[src/rtl/qq_pkg.sv]
// Shared types and default sizing for the Quick Priority Queue drain controller.
// The optional watchdog is enabled by defining QQ_DRAIN_TIMEOUT_EN.
package qq_pkg;

   localparam int QQ_DEPTH       = 16;
   localparam int QQ_KEY_W       = 16;
   localparam int QQ_TIMEOUT_CYC = 64;

   typedef enum logic [1:0] {
      IDLE  = 2'd0,
      DRAIN = 2'd1,
      FLUSH = 2'd2,
      DONE  = 2'd3
   } drain_state_t;

   function automatic int cnt_w(input int depth);
      return $clog2(depth + 1);
   endfunction

endpackage

[src/rtl/qq_drain_ctl_if.sv]
// Handshake/status bundle between the queue, the drain controller and downstream.
// slave = drain controller side, master = queue/downstream/environment side.
interface qq_drain_ctl_if #(
   parameter int KEY_W = qq_pkg::QQ_KEY_W,
   parameter int CNT_W = qq_pkg::cnt_w(qq_pkg::QQ_DEPTH)
);

   logic             enq_fire;
   logic             drain_start;
   logic             deq_req;
   logic             deq_ack;
   logic [KEY_W-1:0] deq_key;
   logic             out_valid;
   logic             out_ready;
   logic [KEY_W-1:0] out_key;
   logic [CNT_W-1:0] occ;
   logic             busy;
   logic             drain_done;
   logic             ovf_err;
   logic             unf_err;
   logic             timeout_err;

   modport slave (
      input  enq_fire, drain_start, deq_ack, deq_key, out_ready,
      output deq_req, out_valid, out_key, occ, busy, drain_done,
             ovf_err, unf_err, timeout_err
   );

   modport master (
      output enq_fire, drain_start, deq_ack, deq_key, out_ready,
      input  deq_req, out_valid, out_key, occ, busy, drain_done,
             ovf_err, unf_err, timeout_err
   );

endinterface

[src/rtl/qq_occ_cnt.sv]
// Saturating up/down occupancy counter with sticky overflow/underflow flags.
module qq_occ_cnt #(
   parameter int DEPTH = qq_pkg::QQ_DEPTH,
   parameter int CNT_W = $clog2(DEPTH + 1)
) (
   input  logic             clk,
   input  logic             rst,
   input  logic             inc_i,
   input  logic             dec_req_i,
   input  logic             dec_ack_i,
   output logic [CNT_W-1:0] occ_o,
   output logic [CNT_W-1:0] occ_next_o,
   output logic             dec_fire_o,
   output logic             ovf_err_o,
   output logic             unf_err_o
);

   localparam logic [CNT_W-1:0] FULL = CNT_W'(DEPTH);

   logic [CNT_W-1:0] occ_q, occ_d;
   logic             ovf_q, ovf_d;
   logic             unf_q, unf_d;
   logic             dec_fire;
   logic             ovf_evt;
   logic             unf_evt;

   always_comb begin
      dec_fire = dec_req_i & dec_ack_i & (occ_q != '0);
      ovf_evt  = inc_i & (occ_q == FULL) & ~dec_fire;
      unf_evt  = dec_ack_i & (~dec_req_i | (occ_q == '0));
      occ_d    = occ_q;
      if (inc_i & ~ovf_evt & ~dec_fire) begin
         occ_d = occ_q + CNT_W'(1);
      end else if (dec_fire & ~inc_i) begin
         occ_d = occ_q - CNT_W'(1);
      end
      ovf_d = ovf_q | ovf_evt;
      unf_d = unf_q | unf_evt;
   end

   always_ff @(posedge clk) begin
      if (rst) begin
         occ_q <= '0;
         ovf_q <= 1'b0;
         unf_q <= 1'b0;
      end else begin
         occ_q <= occ_d;
         ovf_q <= ovf_d;
         unf_q <= unf_d;
      end
   end

   assign occ_o      = occ_q;
   assign occ_next_o = occ_d;
   assign dec_fire_o = dec_fire;
   assign ovf_err_o  = ovf_q;
   assign unf_err_o  = unf_q;

endmodule

[src/rtl/qq_drain_ctl.sv]
// Drain-side controller: dequeues until empty, registers keys downstream, pulses drain_done.
// Define QQ_DRAIN_TIMEOUT_EN to add the dequeue-ack watchdog.
//
//   state | meaning
//   IDLE  | waiting for drain_start
//   DRAIN | issuing deq_req while the output stage has room
//   FLUSH | no more requests; waiting for the last key to leave
//   DONE  | one-cycle drain_done pulse
module qq_drain_ctl
   import qq_pkg::*;
#(
   parameter int DEPTH = QQ_DEPTH,
   parameter int KEY_W = QQ_KEY_W
`ifdef QQ_DRAIN_TIMEOUT_EN
   ,
   parameter int TIMEOUT_CYC = QQ_TIMEOUT_CYC
`endif
) (
   input  logic          clk,
   input  logic          rst,
   qq_drain_ctl_if.slave qq_if
);

   localparam int CNT_W = $clog2(DEPTH + 1);

   drain_state_t     state_q, state_d;
   logic             out_valid_q, out_valid_d;
   logic [KEY_W-1:0] out_key_q, out_key_d;
   logic [CNT_W-1:0] occ;
   logic [CNT_W-1:0] occ_next;
   logic             capture;
   logic             deq_req;
   logic             timeout_hit;

   qq_occ_cnt #(
      .DEPTH (DEPTH),
      .CNT_W (CNT_W)
   ) u_occ_cnt (
      .clk        (clk),
      .rst        (rst),
      .inc_i      (qq_if.enq_fire),
      .dec_req_i  (deq_req),
      .dec_ack_i  (qq_if.deq_ack),
      .occ_o      (occ),
      .occ_next_o (occ_next),
      .dec_fire_o (capture),
      .ovf_err_o  (qq_if.ovf_err),
      .unf_err_o  (qq_if.unf_err)
   );

   assign deq_req = (state_q == DRAIN) & (~out_valid_q | qq_if.out_ready);

`ifdef QQ_DRAIN_TIMEOUT_EN
   localparam int WD_W = $clog2(TIMEOUT_CYC + 1);
   localparam logic [WD_W-1:0] WD_LOAD = WD_W'(TIMEOUT_CYC - 1);

   logic [WD_W-1:0] wd_q, wd_d;
   logic            to_err_q, to_err_d;

   // Down-counter reloads on ack or outside DRAIN; holds while backpressured.
   always_comb begin
      wd_d        = wd_q;
      timeout_hit = 1'b0;
      if ((state_q != DRAIN) | qq_if.deq_ack) begin
         wd_d = WD_LOAD;
      end else if (deq_req) begin
         if (wd_q == '0) begin
            timeout_hit = 1'b1;
            wd_d        = WD_LOAD;
         end else begin
            wd_d = wd_q - WD_W'(1);
         end
      end
      to_err_d = to_err_q | timeout_hit;
   end

   always_ff @(posedge clk) begin
      if (rst) begin
         wd_q     <= WD_LOAD;
         to_err_q <= 1'b0;
      end else begin
         wd_q     <= wd_d;
         to_err_q <= to_err_d;
      end
   end

   assign qq_if.timeout_err = to_err_q;
`else
   assign timeout_hit       = 1'b0;
   assign qq_if.timeout_err = 1'b0;
`endif

   always_comb begin
      state_d = state_q;
      unique case (state_q)
         IDLE: begin
            if (qq_if.drain_start) begin
               state_d = (occ != '0) ? DRAIN : DONE;
            end
         end
         DRAIN: begin
            if (timeout_hit || (occ_next == '0)) begin
               state_d = FLUSH;
            end
         end
         FLUSH: begin
            if (~out_valid_q | qq_if.out_ready) begin
               state_d = DONE;
            end
         end
         DONE:    state_d = IDLE;
         default: state_d = IDLE;
      endcase
   end

   // A same-cycle capture wins over the downstream accept.
   always_comb begin
      out_valid_d = out_valid_q;
      out_key_d   = out_key_q;
      if (capture) begin
         out_valid_d = 1'b1;
         out_key_d   = qq_if.deq_key;
      end else if (qq_if.out_ready) begin
         out_valid_d = 1'b0;
      end
   end

   always_ff @(posedge clk) begin
      if (rst) begin
         state_q     <= IDLE;
         out_valid_q <= 1'b0;
         out_key_q   <= '0;
      end else begin
         state_q     <= state_d;
         out_valid_q <= out_valid_d;
         out_key_q   <= out_key_d;
      end
   end

   assign qq_if.deq_req    = deq_req;
   assign qq_if.out_valid  = out_valid_q;
   assign qq_if.out_key    = out_key_q;
   assign qq_if.occ        = occ;
   assign qq_if.busy       = (state_q != IDLE);
   assign qq_if.drain_done = (state_q == DONE);

endmodule

[src/flat_wrapper.sv]
// flat-port wrapper written by rule: the top's interface ports become plain ports
module qq_drain_ctl_flat import qq_pkg::*;
#(
   parameter int DEPTH = QQ_DEPTH,
   parameter int KEY_W = QQ_KEY_W

)
  (clk, rst, qq_if_enq_fire, qq_if_drain_start, qq_if_deq_ack, qq_if_deq_key, qq_if_out_ready, qq_if_deq_req, qq_if_out_valid, qq_if_out_key, qq_if_occ, qq_if_busy, qq_if_drain_done, qq_if_ovf_err, qq_if_unf_err, qq_if_timeout_err);
  qq_drain_ctl_if #(.KEY_W(KEY_W)) qq_if_i ();
  input  logic clk;
  input  logic rst;
  input wire logic [$bits(qq_if_i.enq_fire)-1:0] qq_if_enq_fire;
  input wire logic [$bits(qq_if_i.drain_start)-1:0] qq_if_drain_start;
  input wire logic [$bits(qq_if_i.deq_ack)-1:0] qq_if_deq_ack;
  input wire logic [$bits(qq_if_i.deq_key)-1:0] qq_if_deq_key;
  input wire logic [$bits(qq_if_i.out_ready)-1:0] qq_if_out_ready;
  output wire logic [$bits(qq_if_i.deq_req)-1:0] qq_if_deq_req;
  output wire logic [$bits(qq_if_i.out_valid)-1:0] qq_if_out_valid;
  output wire logic [$bits(qq_if_i.out_key)-1:0] qq_if_out_key;
  output wire logic [$bits(qq_if_i.occ)-1:0] qq_if_occ;
  output wire logic [$bits(qq_if_i.busy)-1:0] qq_if_busy;
  output wire logic [$bits(qq_if_i.drain_done)-1:0] qq_if_drain_done;
  output wire logic [$bits(qq_if_i.ovf_err)-1:0] qq_if_ovf_err;
  output wire logic [$bits(qq_if_i.unf_err)-1:0] qq_if_unf_err;
  output wire logic [$bits(qq_if_i.timeout_err)-1:0] qq_if_timeout_err;
  assign qq_if_i.enq_fire = qq_if_enq_fire;
  assign qq_if_i.drain_start = qq_if_drain_start;
  assign qq_if_i.deq_ack = qq_if_deq_ack;
  assign qq_if_i.deq_key = qq_if_deq_key;
  assign qq_if_i.out_ready = qq_if_out_ready;
  assign qq_if_deq_req = qq_if_i.deq_req;
  assign qq_if_out_valid = qq_if_i.out_valid;
  assign qq_if_out_key = qq_if_i.out_key;
  assign qq_if_occ = qq_if_i.occ;
  assign qq_if_busy = qq_if_i.busy;
  assign qq_if_drain_done = qq_if_i.drain_done;
  assign qq_if_ovf_err = qq_if_i.ovf_err;
  assign qq_if_unf_err = qq_if_i.unf_err;
  assign qq_if_timeout_err = qq_if_i.timeout_err;
  qq_drain_ctl #(.DEPTH(DEPTH), .KEY_W(KEY_W)) u_core (.clk(clk), .rst(rst), .qq_if(qq_if_i));
endmodule
[config.mk]
export PLATFORM = sky130hd
export DESIGN_NAME = qq_drain_ctl_flat
export DESIGN_NICKNAME = d
export VERILOG_FILES = /design/src/rtl/qq_pkg.sv /design/src/rtl/qq_drain_ctl_if.sv /design/src/rtl/qq_occ_cnt.sv /design/src/rtl/qq_drain_ctl.sv /design/src/flat_wrapper.sv
export SDC_FILE = /design/constraint.sdc
export NUM_CORES = 1
export LEC_CHECK = 0
export CAP_MARGIN = 20
export CORE_MARGIN = 5
export CORE_UTILIZATION = 48
export DETAILED_ROUTE_END_ITERATION = 10
export PLACE_DENSITY = 0.91
export SLEW_MARGIN = 20
export SYNTH_ARGS = -nofsm -noshare
export SYNTH_HDL_FRONTEND = slang
export SYNTH_HIERARCHICAL = 1
export SYNTH_SLANG_ARGS = --single-unit
[constraint.sdc]
create_clock -name clk -period 4 [get_ports clk]
set_input_delay 0.8 -clock clk [delete_from_list [all_inputs] [get_ports clk]]
set_output_delay 0.8 -clock clk [all_outputs]
set_load 0.03 [all_outputs]
==> results.sh, run 1 <==
export IMPL_min_path_type="flip-flop to flip-flop"
export IMPL_insertion_delay_ps=320
export IMPL_crit_chain="clkdlybuf4s50_1 > inv_2 > a21boi_0 > buf_4 > nand2_1 > nor3_1 > a31oi_1 > xnor2_1 > or4_4 > o21ai_4 > and3_1 > nor3_2"
export IMPL_drtIter0Drc=33
export IMPL_synth_top_area_share_pct=37.0
export IMPL_synth_common_cells="27 x nor2_1, 26 x dfxtp_1, 18 x mux2i_1"
export IMPL_synth_seq_cells=26
export IMPL_synth_xor_area_share_pct=1.87
export IMPL_cts_tree="yes"
export IMPL_drtPass1Iterations=4
export IMPL_cts_buffer_depth=2
export IMPL_die_area_mm2=0.00411
export IMPL_grt_pass1_wl_um=6170
export IMPL_fin_crit_ps=3180
export IMPL_slew_viol_final=0
export IMPL_dp_cells=222
export IMPL_critPathTopFamily="simple AND/OR/NAND/NOR gates"
export IMPL_wl_per_cell_um=15.9
export IMPL_fin_skew_ps=1.24
export IMPL_cts_buffers=3
export IMPL_grt_max_degree=31
export IMPL_synth_area_mux_share_pct=15.2
export IMPL_instances_no_fill=226
export IMPL_maxSlewHeadroom_pct=64.9
export IMPL_outcome="completed"
export IMPL_synth_fp_nets=179
export IMPL_cp_slowest_cell="or4_4"
export IMPL_path_clk_slew_ps=140
export IMPL_peakVddDrop_v=0.000361
export IMPL_synth_largest_area_cell="dfxtp_1"
export IMPL_n_antenna_cell=0
export IMPL_finalSetupTns_ps=0
export IMPL_vias=1244
export IMPL_h_tree_depth=1
export IMPL_die_width_um=64.1
export IMPL_io_pins=50
export IMPL_synth_compound_area_share_pct=10.9
export IMPL_wirelength_um=3590
export IMPL_fillers=214
export IMPL_antenna_found_initial=0
export IMPL_worstSetupPathType="primary input to flip-flop"
export IMPL_cp_arrival_ps=3390
export IMPL_max_stage_delay_ps=550
export IMPL_cts_sinks=26
export IMPL_hpwl_um=2640
export IMPL_synthFlopType="dfxtp_1"
export IMPL_synth_simple_gate_area_share_pct=22.6
export IMPL_drive_gt1_share_pct=10.8
export IMPL_io_buffers=48
export IMPL_nNetsFinal=225
export IMPL_grt_overflow_total=0
export IMPL_synth_top_family_by_area="simple AND/OR/NAND/NOR gates"
export IMPL_post_route_period_util_pct=79.4
export IMPL_netlist_area_mm2=0.00141
export IMPL_yosysMostFrequentCell="nor2_1"
export IMPL_yosys_warnings=6
export IMPL_worst_pin_slew_ps=527
export IMPL_ant_nets=0
export IMPL_syn_avg_cell_area_um2=9.38
export IMPL_gp_congestion=0.900
export IMPL_drc=0
export IMPL_critPathCaptureType="flip-flop"
export IMPL_syn2layout_area_growth_pct=37.5
export IMPL_worstPathRequired_ps=4210
export IMPL_final_hold_violation_count=0
export IMPL_cts_resized=0
export IMPL_max_cap_violations=0
export IMPL_power_mw=0.957
export IMPL_num_rows=19
export IMPL_cts_root_buf="clkbuf_4"
export IMPL_synthAdderAreaFrac_pct=6.23
export IMPL_postCtsHoldBufs=0
export IMPL_grt_pass1_vias=1288
export IMPL_synth_area_leaders="dfxtp_1 37%, mux2i_1 13%, nor2_1 7.2%"
export IMPL_synth_edf_count=0
export IMPL_synthDistinctLibCells=44
export IMPL_cp_num_buf_inv=3
export IMPL_synth_cells=150
export IMPL_rsz0062_at_grt="no"
export IMPL_p_leak_nw=0.734
export IMPL_start_kind="primary input"
export IMPL_r2r_slack_ps=1070
export IMPL_die_h_um=64.1
export IMPL_initial_utilization_pct=50.6
export IMPL_worstPathMaxFanout=6
export IMPL_via_per_inst=5.50
export IMPL_fin_hold_ws_ps=502
export IMPL_fmax_mhz=315
export IMPL_post_route_util_pct=69.5
export IMPL_post_cts_setup_buffers=0
export IMPL_synth_async_reset_ratio_pct=0
export IMPL_core_mm2=0.00278
export IMPL_p_per_area_mw_per_mm2=495
export IMPL_setup_violations=0
export IMPL_seq_area_frac_synth_pct=37.0
export IMPL_grt_usage_pct=18.4
## report_power, final
part	total (mW)	switching, mW	internal (mW)
sequential	0.324	0.0349	0.289
combinational	0.453	0.245	0.207
clock	0.181	0.0797	0.101
total	0.957	0.360	0.597
## cell usage in the layout, fill, tap and decap left out, types with 2 or more instances in the layout
master / count
nand4_1: 2
nor2b_1: 4
buf_4: 2
nor2_1: 26
dfxtp_1: 26
mux2_1: 3
clkbuf_4: 3
nor3_1: 4
o21ai_0: 3
ha_1: 7
xnor2_1: 2
a31oi_2: 2
inv_1: 6
a21oi_1: 5
nand2_1: 5
clkdlybuf4s50_1: 47
mux2i_1: 18
a31oi_1: 2
## area by class of cell
type	count	area, µm²	area share [%]
well taps	31	38.8	2.01
multi-input cells	108	806	41.7
clock buffers	3	22.5	1.16
inverters	7	26.3	1.36
repair buffers	50	490	25.4
flip-flops and latches	26	520	26.9
clock inverters	1	30.0	1.55
## final timing paths
kind / from / to / cells after the start
worst max-delay path: qq_if_out_ready / u_core/state_q[1]$_SDFFE_PP0P_ / 12
worst min-delay path: u_core/u_occ_cnt/unf_err_o$_SDFF_PP0_ / u_core/u_occ_cnt/unf_err_o$_SDFF_PP0_ / 2
worst max register to register: u_core/state_q[1]$_SDFFE_PP0P_ / u_core/state_q[1]$_SDFFE_PP0P_ / 12
worst min register to register: u_core/u_occ_cnt/unf_err_o$_SDFF_PP0_ / u_core/u_occ_cnt/unf_err_o$_SDFF_PP0_ / 2
## flip-flops by register name, indices dropped and copies added, names as in the netlist
| signal | flops |
|---|---|
| u_core/qq_if.out_key | 16 |
| u_core/qq_if.out_valid | 1 |
| u_core/state_q | 2 |
| u_core/u_occ_cnt/occ_o | 5 |
| u_core/u_occ_cnt/ovf_err_o | 1 |
| u_core/u_occ_cnt/unf_err_o | 1 |
## layer usage
layer	up-vias	part of all wire, %	wire, µm	track usage (%)
li1	612	-	-	-
met1	584	41	1470	22.8
met2	46	52	1880	32.5
met3	2	6.1	220	4.38
met4	0	0.47	17	3.31
met5	-	0	0	0
## logic make-up after synthesis
family | after synthesis
XOR/XNOR | 3
AO/OA/AOI/OAI | 20
buffers and inverters | 16
AND/OR/NAND/NOR | 56
other | 1
flip-flops | 26
multiplexers | 21
adder cells (fa/ha/maj) | 7
## through the flow
step	instance area, µm²	setup WS, ps
6_report	1930	824
5_1_grt	1930	668
4_1_cts	1940	826
3_5_place_dp	1890	498
3_3_place_gp	1890	612
2_1_floorplan	1410	314
## tightest hold or removal path: cells and delay by family, from the launching register on
family | cells | cell delay [ps]
AOI/OAI and AO/OA | 1 | 50
DFF | 1 | 360
and+or+nand+nor | 1 | 70
No activity file was read; power rests on OpenSTA's default activity.
==> run 2, diff against run 1 <==
--- a/config.mk
+++ b/config.mk
@@ -7,9 +7,9 @@
 export LEC_CHECK = 0
 export CAP_MARGIN = 20
 export CORE_MARGIN = 5
-export CORE_UTILIZATION = 48
+export CORE_UTILIZATION = 40
 export DETAILED_ROUTE_END_ITERATION = 10
-export PLACE_DENSITY = 0.91
+export PLACE_DENSITY = 0.81
 export SLEW_MARGIN = 20
 export SYNTH_ARGS = -nofsm -noshare
 export SYNTH_HDL_FRONTEND = slang
==> constraint.sdc (replaced) <==
create_clock -name clk -period 2.8 [get_ports clk]
set_input_delay 0.56 -clock clk [delete_from_list [all_inputs] [get_ports clk]]
set_output_delay 0.56 -clock clk [all_outputs]
set_load 0.03 [all_outputs]
==> run 2 against run 1 <==
Final cell count increased by 13%. Count of clock-buffer cells in the layout unchanged. Highest routed layer unchanged. Largest cell class unchanged. Design area increased by 8.3%. Non-clock buffer count increased by 15. Critical path type unchanged.
==> results.sh, run 2 (synthesis gave the netlist of run 1 again) <==
export IMPL_cts_buffers=3
export IMPL_rsz0062_at_grt="no"
export IMPL_topRoutingLayerUsed="met4"
export IMPL_post_cts_setup_buffers=0
export IMPL_drtIter0Drc=52
export IMPL_dp_cells=252
export IMPL_fin_crit_ps=2640
export IMPL_wl_met1_um=1470
export IMPL_post_route_period_util_pct=94.1
export IMPL_cts_buffer_depth=2
export IMPL_die_area_mm2=0.00480
export IMPL_drive_gt1_share_pct=18.6
export IMPL_peakVddDrop_v=0.000465
export IMPL_syn2layout_area_growth_pct=49.0
export IMPL_grt_pass1_wl_um=5630
export IMPL_initial_utilization_pct=41.8
export IMPL_cts_resized=0
export IMPL_critPathCaptureType="flip-flop"
export IMPL_cts_root_buf="clkbuf_4"
export IMPL_wirelength_um=3330
export IMPL_grt_max_degree=19
export IMPL_drc=0
export IMPL_grt_pass1_vias=1240
export IMPL_die_h_um=69.3
export IMPL_r2r_start="u_core/state_q[1]$_SDFFE_PP0P_"
export IMPL_wl_per_cell_um=13.0
export IMPL_wl_met3_um=167
export IMPL_io_buffers=48
export IMPL_outcome="completed"
export IMPL_start_kind="primary input"
export IMPL_final_hold_violation_count=0
export IMPL_ant_nets=0
export IMPL_n_antenna_cell=0
export IMPL_fmax_mhz=379
export IMPL_path_clk_slew_ps=140
export IMPL_cts_tree="yes"
export IMPL_grt_overflow_total=0
export IMPL_hpwl_um=2590
export IMPL_cts_sinks=26
export IMPL_final_common_cell="clkdlybuf4s50_1"
export IMPL_p_leak_nw=0.827
export IMPL_holdPathEnd="u_core/u_occ_cnt/unf_err_o$_SDFF_PP0_"
export IMPL_mostFrequentLayoutCells="47 x clkdlybuf4s50_1, 26 x nor2_1, 26 x dfxtp_1, 17 x buf_4, 17 x mux2i_1"
export IMPL_worstReg2RegEnd="u_core/state_q[0]$_SDFFE_PP0P_"
export IMPL_r2r_worst_path_cells=11
export IMPL_via_per_inst=4.93
export IMPL_hp_start="u_core/u_occ_cnt/unf_err_o$_SDFF_PP0_"
export IMPL_wl_met2_um=1660
export IMPL_finalSetupTns_ps=0
export IMPL_cp_arrival_ps=2890
export IMPL_fin_skew_ps=1.99
export IMPL_largest_reg_flops=16
export IMPL_core_mm2=0.00336
export IMPL_vias=1262
export IMPL_hold_path_depth=2
export IMPL_worstSetupPathType="primary input to flip-flop"
export IMPL_h_tree_depth=1
export IMPL_gp_congestion=0.893
export IMPL_p_per_area_mw_per_mm2=673
export IMPL_r2r_slack_ps=190
export IMPL_worstPathRequired_ps=3050
export IMPL_antenna_found_initial=0
export IMPL_instances_no_fill=256
export IMPL_io_pins=50
export IMPL_worstPathMaxFanout=4
export IMPL_min_path_type="flip-flop to flip-flop"
export IMPL_setup_violations=0
export IMPL_postCtsHoldBufs=0
export IMPL_max_cap_violations=0
export IMPL_maxSlewHeadroom_pct=55.9
export IMPL_grt_usage_pct=14.0
export IMPL_insertion_delay_ps=320
export IMPL_die_width_um=69.3
export IMPL_slew_viol_final=0
export IMPL_num_rows=21
export IMPL_drtPass1Iterations=4
export IMPL_worst_pin_slew_ps=660
export IMPL_nNetsFinal=240
==> run 2: critical path: stages <==
cell and delay (ps):
clkdlybuf4s50_1 470, inv_2 50, a21boi_4 170, nand2_1 120
nor2_2 170, mux2i_2 270, xor2_1 90, or4_4 530
o21ai_4 170, a21oi_1 90, a211oi_2 190
==> run 2: where the power goes <==
group          total (mW)  switching (mW)  internal (mW)  leakage [nW]
Clock               0.256           0.112          0.145        0.0279
Combinational       0.704           0.360          0.344         0.588
Sequential          0.449          0.0370          0.412         0.211
Total                1.41           0.509          0.901         0.827
==> run 2: worst max-delay path by stage <==
stage | startpoint | to | slack [ps] | cells after the start
floorplan | u_core/state_q[1]$_SDFFE_PP0P_ | u_core/state_q[1]$_SDFFE_PP0P_ | 120 | 11
global placement | qq_if_enq_fire | u_core/state_q[0]$_SDFFE_PP0P_ | -110 | 8
detailed placement | qq_if_out_ready | u_core/state_q[0]$_SDFFE_PP0P_ | -160 | 11
CTS | u_core/state_q[1]$_SDFFE_PP0P_ | qq_if_deq_req | 70 | 6
global route | u_core/state_q[1]$_SDFFE_PP0P_ | u_core/state_q[0]$_SDFFE_PP0P_ | 40 | 11
finish | qq_if_out_ready | u_core/state_q[0]$_SDFFE_PP0P_ | 160 | 11
==> run 2: layout make-up <==
cell class | instances | area [µm²]
clock buffer | 3 | 22.5
clock inverter | 1 | 30.0
fill | 326 | 1270
inverter | 7 | 26.3
multi-input combinational | 108 | 828
sequential | 26 | 520
tap | 46 | 57.6
timing repair buffer | 65 | 611
==> run 2: layer usage <==
layer	GRT usage, %	up-vias
li1	-	639
met1	16.8	586
met2	24.6	35
met3	3.62	2
met4	3.47	0
met5	0	-
==> run 2: stage by stage <==
step / hold WS, ps / cell area, µm² / util (%) / total power [mW] / worst slack [ps]
after floorplan: 552 / 1420 / - / 0.915 / 115
after global placement: 454 / 2030 / 60.3 / 1.15 / -111
after detailed placement: 471 / 2030 / 60.3 / 1.16 / -165
after CTS: 505 / 2080 / 61.9 / 1.42 / 67.0
after global routing: 553 / 2100 / 62.3 / 1.50 / 41.6
final: 500 / 2100 / 62.3 / 1.41 / 165
